$ cat src/rtl/wb_buf_pkg.sv
// ============================================================================
// Module   : wb_buf_pkg
// Brief    : Shared defaults and FSM state type for the writeback buffer.
// Revision : 1.0 - initial release
// ============================================================================
`default_nettype none

package wb_buf_pkg;

    localparam int c_def_addr_w = 32;
    localparam int c_def_data_w = 32;
    localparam int c_def_depth  = 4;

    typedef enum logic [0:0] {
        ST_IDLE = 1'b0,
        ST_BUS  = 1'b1
    } wb_state_t;

endpackage

`default_nettype wire

$ cat src/rtl/wb_buf_match.sv
// ============================================================================
// Module   : wb_buf_match
// Brief    : Per-entry address compare with valid mask; reports the youngest
//            matching entry, where age is measured from the FIFO head.
// Revision : 1.0 - initial release
// ============================================================================
`default_nettype none

module wb_buf_match
    import wb_buf_pkg::*;
#(
    parameter int ADDR_W = c_def_addr_w,
    parameter int DEPTH  = c_def_depth
) (
    input  logic [ADDR_W-1:0]             i_adr,
    input  logic [DEPTH-1:0][ADDR_W-1:0]  i_entry_adr,
    input  logic [DEPTH-1:0]              i_valid,
    input  logic [$clog2(DEPTH)-1:0]      i_head,
    output logic                          o_hit,
    output logic [$clog2(DEPTH)-1:0]      o_idx
);

    localparam int c_ptr_w = $clog2(DEPTH);

    logic [DEPTH-1:0] w_match;

    genvar g;
    generate
        for (g = 0; g < DEPTH; g++) begin : g_cmp
            assign w_match[g] = i_valid[g] && (i_entry_adr[g] == i_adr);
        end
    endgenerate

    // Walk from the head towards the tail so the last match seen is the youngest.
    always_comb begin
        o_hit = 1'b0;
        o_idx = '0;
        for (int k = 0; k < DEPTH; k++) begin
            if (w_match[i_head + c_ptr_w'(k)]) begin
                o_hit = 1'b1;
                o_idx = i_head + c_ptr_w'(k);
            end
        end
    end

endmodule

`default_nettype wire

$ cat src/rtl/writeback_buffer.sv
// ============================================================================
// Module   : writeback_buffer
// Brief    : Coalescing FIFO of evicted lines drained to memory over a
//            single-beat bus. Define WB_BUF_FORWARD_EN to enable lookup
//            forwarding of buffered data.
// Revision : 1.0 - initial release
// ============================================================================
`default_nettype none

module writeback_buffer
    import wb_buf_pkg::*;
#(
    parameter int ADDR_W = c_def_addr_w,
    parameter int DATA_W = c_def_data_w,
    parameter int DEPTH  = c_def_depth
) (
    input  logic                       clk,
    input  logic                       rst,
    input  logic                       push_valid_i,
    output logic                       push_ready_o,
    input  logic [ADDR_W-1:0]          push_adr_i,
    input  logic [DATA_W-1:0]          push_dat_i,
    input  logic [ADDR_W-1:0]          lookup_adr_i,
    output logic                       lookup_hit_o,
    output logic [DATA_W-1:0]          lookup_dat_o,
    output logic                       cyc_o,
    output logic                       stb_o,
    output logic                       we_o,
    output logic [ADDR_W-1:0]          adr_o,
    output logic [DATA_W-1:0]          dat_o,
    input  logic                       ack_i,
    input  logic                       err_i,
    output logic                       empty_o,
    output logic                       full_o,
    output logic [$clog2(DEPTH):0]     count_o,
    output logic                       err_o
);

    localparam int c_ptr_w = $clog2(DEPTH);
    localparam int c_cnt_w = c_ptr_w + 1;

    logic [DEPTH-1:0][ADDR_W-1:0] r_adr;
    logic [DEPTH-1:0][DATA_W-1:0] r_dat;
    logic [DEPTH-1:0]             r_valid;
    logic [c_ptr_w-1:0]           r_head;
    logic [c_ptr_w-1:0]           r_tail;
    logic [c_cnt_w-1:0]           r_count;
    logic                         r_err;
    wb_state_t                    r_state;
    wb_state_t                    w_state_nxt;

    logic                         w_full;
    logic                         w_push;
    logic                         w_pop;
    logic                         w_append;
    logic [DEPTH-1:0]             w_coal_mask;
    logic                         w_coal_hit;
    logic [c_ptr_w-1:0]           w_coal_idx;

    assign w_full       = (r_count == c_cnt_w'(DEPTH));
    assign push_ready_o = !w_full;
    assign full_o       = w_full;
    assign empty_o      = (r_count == '0);
    assign count_o      = r_count;
    assign err_o        = r_err;
    assign w_push       = push_valid_i && !w_full;
    assign w_append     = w_push && !w_coal_hit;

    // The head being written to memory must never change, so hide it from coalescing.
    always_comb begin
        w_coal_mask = r_valid;
        if (r_state == ST_BUS) begin
            w_coal_mask[r_head] = 1'b0;
        end
    end

    wb_buf_match #(
        .ADDR_W (ADDR_W),
        .DEPTH  (DEPTH)
    ) u_coal_match (
        .i_adr       (push_adr_i),
        .i_entry_adr (r_adr),
        .i_valid     (w_coal_mask),
        .i_head      (r_head),
        .o_hit       (w_coal_hit),
        .o_idx       (w_coal_idx)
    );

    always_ff @(posedge clk) begin
        if (rst) begin
            r_state <= ST_IDLE;
        end else begin
            r_state <= w_state_nxt;
        end
    end

    always_comb begin
        w_state_nxt = r_state;
        w_pop       = 1'b0;
        cyc_o       = 1'b0;
        stb_o       = 1'b0;
        we_o        = 1'b0;
        adr_o       = '0;
        dat_o       = '0;
        case (r_state)
            ST_IDLE: begin
                if (r_count != '0) begin
                    w_state_nxt = ST_BUS;
                end
            end
            ST_BUS: begin
                cyc_o = 1'b1;
                stb_o = 1'b1;
                we_o  = 1'b1;
                adr_o = r_adr[r_head];
                dat_o = r_dat[r_head];
                if (ack_i || err_i) begin
                    w_pop       = 1'b1;
                    w_state_nxt = ST_IDLE;
                end
            end
            default: begin
                w_state_nxt = ST_IDLE;
            end
        endcase
    end

    always_ff @(posedge clk) begin
        if (rst) begin
            r_adr   <= '0;
            r_dat   <= '0;
            r_valid <= '0;
            r_head  <= '0;
            r_tail  <= '0;
            r_count <= '0;
            r_err   <= 1'b0;
        end else begin
            if (w_push && w_coal_hit) begin
                r_dat[w_coal_idx] <= push_dat_i;
            end else if (w_push) begin
                r_adr[r_tail]   <= push_adr_i;
                r_dat[r_tail]   <= push_dat_i;
                r_valid[r_tail] <= 1'b1;
                r_tail          <= r_tail + 1'b1;
            end
            if (w_pop) begin
                r_valid[r_head] <= 1'b0;
                r_head          <= r_head + 1'b1;
                if (err_i) begin
                    r_err <= 1'b1;
                end
            end
            r_count <= r_count + c_cnt_w'(w_append) - c_cnt_w'(w_pop);
        end
    end

`ifdef WB_BUF_FORWARD_EN
    logic               w_fwd_hit;
    logic [c_ptr_w-1:0] w_fwd_idx;

    wb_buf_match #(
        .ADDR_W (ADDR_W),
        .DEPTH  (DEPTH)
    ) u_fwd_match (
        .i_adr       (lookup_adr_i),
        .i_entry_adr (r_adr),
        .i_valid     (r_valid),
        .i_head      (r_head),
        .o_hit       (w_fwd_hit),
        .o_idx       (w_fwd_idx)
    );

    assign lookup_hit_o = w_fwd_hit;
    assign lookup_dat_o = w_fwd_hit ? r_dat[w_fwd_idx] : '0;
`else
    logic w_unused_lookup;

    assign w_unused_lookup = ^lookup_adr_i;
    assign lookup_hit_o    = 1'b0;
    assign lookup_dat_o    = '0;
`endif

endmodule

`default_nettype wire

$ cat config.mk
export PLATFORM = sky130hd
export DESIGN_NAME = writeback_buffer
export DESIGN_NICKNAME = d
export VERILOG_FILES = /design/src/rtl/wb_buf_pkg.sv /design/src/rtl/wb_buf_match.sv /design/src/rtl/writeback_buffer.sv
export SDC_FILE = /design/constraint.sdc
export NUM_CORES = 1
export LEC_CHECK = 0
export BUFFER_PORTS_ARGS = -buffer_cell sky130_fd_sc_hd__buf_2
export CORE_ASPECT_RATIO = 0.8
export CORE_MARGIN = 2
export CORE_UTILIZATION = 53
export CTS_CLUSTER_DIAMETER = 50
export DETAILED_ROUTE_END_ITERATION = 7
export HOLD_SLACK_MARGIN = 0.05
export PLACE_DENSITY = 0.78
export SYNTH_ARGS = -nofsm -noshare
export SYNTH_HDL_FRONTEND = slang
export SYNTH_SLANG_ARGS = --single-unit
$ cat constraint.sdc
create_clock -name clk -period 4.2 [get_ports clk]
set_input_delay 1.26 -clock clk [delete_from_list [all_inputs] [get_ports clk]]
set_output_delay 1.26 -clock clk [all_outputs]
set_load 0.01 [all_outputs]
### Word level (Yosys, flattened, before mapping)

Index checks and enable logic that the tools add are counted.

* bits in registers: 269
* latch bits: 0
* RAM bits: 0
* memory bits (read-only): 0
* input port bits: 101
* output and inout bits: 107
* logic and storage cells: 104
* memories: 0

* add/sub/neg operators: 6
* $mul: 0
* divide/modulo/power cells: 0
* order comparisons: 9
* equal/unequal tests: 5
* shift operators: 0
* muxes and demuxes: 46
* bitwise logic cells: 6
* reductions and logical operators: 18

Operators with widths (count)
* $bwmux 128: 3
* $mux 128: 2
* $mux 32: 6
* $bmux 32 s2: 2
* $demux 32 s2: 2
* $eq 32x32->1: 4
* $mux 4: 5
* $lt 2x3->1 const B: 6
* $mux 1: 15
* $logic_and 1x1->1: 10
* $and 4x4->4: 2
* $bmux 1 s2: 4
* $mux 2: 4
* $ge 2x1->1 const B: 3
* $add 2x1->2 const B: 2
* $add 2x2->2 const B: 2
* $demux 1 s2: 2
* $not 4->4: 1
* $or 4x4->4: 1
* $reduce_and 2->1: 2
* $add 3x1->3: 1
* $eq 3x3->1 const B: 1
* $logic_not 3->1: 1
* $reduce_bool 3->1: 1
* other kinds (6): 8

### Longest topological paths before layout

* depth in word-level cells: 20
* depth in mapped cells: 19
* gate-level depth less buffers: 16

### Modules after synthesis

A second synthesis with hierarchy kept.

* cells, all modules: 1405
* area, all modules: 14676.6 µm²

Modules (own cells, without submodules)
* writeback_buffer: instances 1, cells each 1218, area each 13191.4 µm², seq. area each 5385.2 µm²
* wb_buf_match: instances 1, cells each 187, area each 1485.2 µm², seq. area each 0.0 µm²

### Worst setup path before layout

Ideal clock, no wire load.

* kind: input-to-reg
* from: input push_adr_i[9]
* to: register r_count[2] (netlist: count_o[2])
* setup time: 0.128 ns
* arrival time: 4.366 ns
* data required time: 4.072 ns
* path slack: -0.293 ns
* cell stages on the path: 16
* path buffers: 2
* path through: clkbuf_1 > xnor2_1 > or4b_1 > or4_4 > nor3_4 > nor4b_1 > nor2b_1 > buf_4 > inv_1 > ha_1 > inv_1 > ha_1 > fa_1 > xnor2_1 > xnor2_1 > nor2_1

* word-level cells in the longest chain between the ends: 12
* elaborated cells between the ends (all ways): 24
* those cells by class: 2 x add/sub; 4 x eq/ne; 12 x mux; 6 x reduce/logical

Ends and longest elaborated chain
* start, declared: line writeback_buffer.sv:21 `input logic [ADDR_W-1:0] push_adr_i,`
* $eq 32x32->1: line wb_buf_match.sv:30 `assign w_match[g] = i_valid[g] && (i_entry_adr[g] == i_adr);`
* $logic_and 1x1->1: line wb_buf_match.sv:30
* $bmux 1 s2: line wb_buf_match.sv:39 `if (w_match[i_head + c_ptr_w'(k)]) begin`
* $mux 1 (implied by the code): line wb_buf_match.sv:39
* $mux 1 (3 in series): line wb_buf_match.sv:39
* $mux 1 *: line wb_buf_match.sv:39
* $logic_not 1->1 *: line writeback_buffer.sv:67 `assign w_append = w_push && !w_coal_hit;`
* $logic_and 1x1->1 *: line writeback_buffer.sv:67
* $add 3x1->3 *: line writeback_buffer.sv:153 `r_count <= r_count + c_cnt_w'(w_append) - c_cnt_w'(w_pop);`
* $sub 3x1->3 *: line writeback_buffer.sv:153
* end signal, assigned: line writeback_buffer.sv:153
* end, declared: line writeback_buffer.sv:47 `logic [c_cnt_w-1:0] r_count;`

Mark *: on every way between the ends. The rest lies on a longest branch, timed or not. The select of a mux whose other input is x is not followed.
A chain may end at the register's enable or synchronous reset.

### Worst setup path after layout

* from: input push_adr_i[29]
* to: register r_adr[126] in the netlist's numbering

* word-level cells in the longest chain between the ends: 11
* elaborated cells between the ends (all ways): 23
* those cells by class: 4 x eq/ne; 12 x mux; 1 x bitwise; 6 x reduce/logical

Ends and longest elaborated chain
* $eq 32x32->1: line wb_buf_match.sv:30
* $logic_and 1x1->1: line wb_buf_match.sv:30
* $bmux 1 s2: line wb_buf_match.sv:39
* $mux 1 (implied by the code): line wb_buf_match.sv:39
* $mux 1 (3 in series): line wb_buf_match.sv:39
* $mux 1 *: line wb_buf_match.sv:39
* $logic_and 1x1->1 *: line writeback_buffer.sv:138 `if (w_push && w_coal_hit) begin`
* $not 1->1 (no line) *
* $reduce_and 2->1 (no line) *
* end signal, assigned by index: line writeback_buffer.sv:141 `r_adr[r_tail] <= push_adr_i;`
* end, declared: line writeback_buffer.sv:42 `logic [DEPTH-1:0][ADDR_W-1:0] r_adr;`

Marks and branches as above.

==> impl.org <==
** Clock network
- The clock net in this run drives a total of 269 sinks.
- Once the clock tree was built, the setup fixing pass inserted 0 buffers.
- CTS HTree Levels :: 1
- Worst-path clk slew :: 0.06 ns
- Count of hold buffers inserted by post-cts repair :: 0
- In this run, post-CTS repair resized a total of 0 instances.
- Insertion delay to the later sink of the worst-skew pair :: 0.56 ns
- The tree is rooted in a clkbuf_16.
- The clock passes through at most 3 buffers.
- Total CTS buffers :: 31
- CTS tree :: done

** Worst setup path
- Data on the critical path is required at its endpoint by 4.63 ns.
- Worst endpoint data arrival time :: 4.41 ns
- Together, buffers and inverters on the worst path number 3.
- The signal on the critical path passes through buf_2, xor2_1, nor4_1, and4_1, and3_1, nor4b_2, nor2b_1, buf_4, and2_2, buf_4, mux2i_1, nor2_1.
- In this run the critical register-to-register path is captured at r_adr[126].
- STA classifies the critical path startpoint as an input pin.
- The cell that appears most often on the critical path is buf_4.
- Worst stage delay on the critical path :: 0.57 ns
- Master of the slowest instance on the critical path :: buf_4
- Category of cells accounting for the largest share of critical-path delay :: simple AND/OR/NAND/NOR gates
- Critical Path Sink Type :: flip-flop
- Across all register-to-register paths, the minimum setup slack is 0.67 ns.
- The critical path in this run is classified as in -> reg.
- Counting cells, the worst reg-to-reg path comes to 11.
- In this run the critical register-to-register path is launched from r_adr[61].
- In this run the worst path has a maximum fanout of 33.

** STA
- Headroom to the max-slew limit came out at 53.85%.
- After layout, the worst path uses 94.73% of the clock period.
- Final Hold Vio Count :: 0
- Across the routed clock network, the largest skew measured is 0.02372 ns.
- Setup violators final :: 0
- Worst Hold Slack :: 0.4727 ns
- The worst path needs 3.978 ns of the cycle, external delays included.
- RSZ-0062 raised after global routing :: no
- At the pin with the least slew margin, the transition time is 0.6922 ns.
- Maximum achievable frequency :: 251.4 MHz
- The number of max-slew violations in the final report came to 0.

** Synth
- The cell area that synthesis handed to floorplanning was 0.01460 mm2.
- Number of warnings printed during yosys synthesis :: 0
- dfxtp_1 takes more of the synthesized area than any other cell.
- Number of enable-type register cells in the synthesized netlist :: 0
- Sequential elements use 36.89% of the synthesized area.
- Number of distinct library cells after synthesis :: 56
- Most used flip-flop cell after synthesis :: dfxtp_1
- Portion of synthesized cell area occupied by the leading cell type :: 36.89%
- Number of synthesized register bits :: 269
- For this run, asynchronously set or reset flops after synthesis account for 0%.
- By area the synthesized netlist is led by dfxtp_1 37%, mux2i_1 18%, mux4_2 9.9%.
- In the synthesized netlist, the number of instances is 1,442.
- Average cell area after synthesis :: 10.12 um2

** Floorplanning
- The total area inside the core boundary comes to 0.02716 mm2.
- Chip Height :: 152.4 um
- Site row count :: 54
- I/O pin count :: 208
- DIE AREA :: 0.02889 mm2
- The initial utilization of the core area, before any placement, comes to 53.74%.
- The floorplan step set the die width to 189.5 um.

** Final layout
- Final-stage net count :: 1,705
- Of the cells placed in the final design, the portion with a size suffix greater than 1 is 23.33%.
- Layout overhead on the synthesized area :: 17.81%
- After filler insertion, the fill cell instance count of the layout stands at 2,210.

** Place
- Last weighted congestion value of the routability-driven placer :: 1.014
- Half-perimeter wire length of the detailed placement result :: 28,080 um
- Buffers placed on the I/O ports in this run total 142.

** Hold path
- The worst hold path terminates at r_dat[66].
- Worst hold path startpoint :: r_dat[66]
- Along the worst hold path, the cell count comes to 2.
- The worst hold path belongs to the class reg -> reg.

** Power
- The design draws 8.163 mW.
- IR Drop Worst-Case VDD :: 0.3145 mV
- P per Cell Area :: 474.7 mW/mm2
- Leak Pwr :: 8.047 nW

** Routing
- Drc violations :: 0
- Dividing the detail-routed via count by the number of cells gives 5.679.
- Detailed routing inserted a total of 11,250 vias.
- After detailed routing, the total wire length is 39,740 um.
- The first TritonRoute pass finished after 5 iterations.
- Dividing the detail-routed wire length by the instance count gives 20.06 um.
- Once detail routing completed, the nets flagged for antenna violations numbered 0.
- For this block, the initial DRC count from the detailed router was 739.

** GRT
- The initial antenna violation count is 1.
- The number of global-route vias before repair was 11,140.
- Tot GR Track Use :: 27.37%
- Entering global routing, the biggest net connects 80 pins.
- The first global-routing pass estimated 62,270 um of wire.
- For this run the aggregate overflow at the end of global routing stands at 0.

** Flow run
- Across the run, the number of max-cap violations was 0.

** Outcome
- The run finished with clean final reports.
==> state kept, by name (all words and copies together), names as in the netlist <==
| name | count |
|---|---|
| r_adr | 128 |
| count_o | 3 |
| r_head | 2 |
| r_state | 1 |
| r_valid | 4 |
| r_dat | 128 |
| err_o | 1 |
| r_tail | 2 |
==> synthesized netlist by cell type (21+ instances only) <==
cell type / number
nor4_1: 40
xor2_1: 79
buf_4: 45
nand4_1: 21
mux4_2: 64
and2_1: 68
xnor2_1: 50
clkbuf_1: 79
nand2b_1: 167
nor2_1: 140
dfxtp_1: 269
mux2i_1: 257
==> layout by cell type (no fill, tap or decap), types with 21 or more instances in the layout <==
master | Yosys | final
nand4_1 | 21 | 21
nand2b_1 | 167 | 167
xnor2_1 | 50 | 49
nor4_1 | 40 | 40
mux4_2 | 64 | 64
nor2_1 | 140 | 140
and2_1 | 68 | 67
xor2_1 | 79 | 79
conb_1 | 1 | 33
clkbuf_16 | 0 | 32
dfxtp_1 | 269 | 266
buf_4 | 45 | 79
mux2i_1 | 257 | 257
buf_2 | 17 | 141
==> stage by stage <==
step	utilization, %	TNS, ns	std cells	setup WS (ns)	cell area, um2
after global placement	59.31	-3.915	1924	-0.1375	16110
after CTS	63.30	0	1980	0.3138	17190
after floorplan	-	0	1474	0.01237	14750
after detailed placement	59.31	-6.487	1924	-0.2261	16110
after global routing	63.30	0	1980	0.04505	17190
final	63.31	0	1981	0.2215	17200
==> cells by family after synthesis <==
group	count (synthesis)	share of synthesized area [%]
compound gates	38	1.912
other cells	1	0.02569
mux	322	27.58
xor+xnor	129	7.740
fa+ha+maj	11	0.9943
buf+inv	169	5.854
flops	269	36.89
simple gates	503	19.00
==> power by group <==
part           switching [mW]  internal, mW  leakage (nW)
Clock                    1.14          1.70         0.523
Sequential              0.236          2.79          2.18
Combinational            1.24          1.06          5.34
Total                    2.61          5.55          8.05
==> layout make-up <==
| class | count | area (um2) | area share, % |
|---|---|---|---|
| repair buffers | 240 | 1690 | 9.830 |
| flip-flops and latches | 269 | 5394 | 31.37 |
| clock inverters | 19 | 234.0 | 1.361 |
| multi-input cells | 1036 | 8514 | 49.51 |
| well taps | 364 | 455.4 | 2.648 |
| clock buffers | 37 | 849.6 | 4.940 |
| inverters | 15 | 56.30 | 0.3274 |
| diodes | 1 | 2.502 | 0.01455 |
==> worst max-delay path by stage <==
| stage | startpoint | end | slack [ns] | cells past startpoint |
|---|---|---|---|---|
| after floorplan | push_adr_i[23] | count_o[2] | 0.01 | 16 |
| after global placement | push_adr_i[29] | r_adr[114] | -0.14 | 12 |
| after detailed placement | push_adr_i[29] | r_adr[114] | -0.23 | 12 |
| after CTS | push_adr_i[29] | count_o[2] | 0.31 | 15 |
| after global routing | push_adr_i[23] | count_o[2] | 0.05 | 15 |
| final | push_adr_i[29] | r_adr[126] | 0.22 | 12 |
==> metal layers <==
| layer | global-route usage [%] | up-vias | share of wire [%] |
|---|---|---|---|
| met5 | 0 | - | 0 |
| met4 | 5.906 | 0 | 2.2 |
| met3 | 7.255 | 73 | 8.7 |
| met2 | 42.26 | 424 | 44 |
| met1 | 38.62 | 5536 | 45 |
| li1 | - | 5217 | - |
==> worst reg2reg max path, stage by stage, from the launching register on <==
cell     delay [ns]
dfxtp_1        0.36
xor2_1         0.47
nor4_1         0.13
and4_1         0.29
and3_1         0.22
nor4b_2        0.37
nor2b_1        0.24
buf_4          0.21
and2_2         0.20
buf_4          0.57
mux2i_1        0.30
nor2_1         0.05
Note: power is estimated with default switching activity, not from simulation.
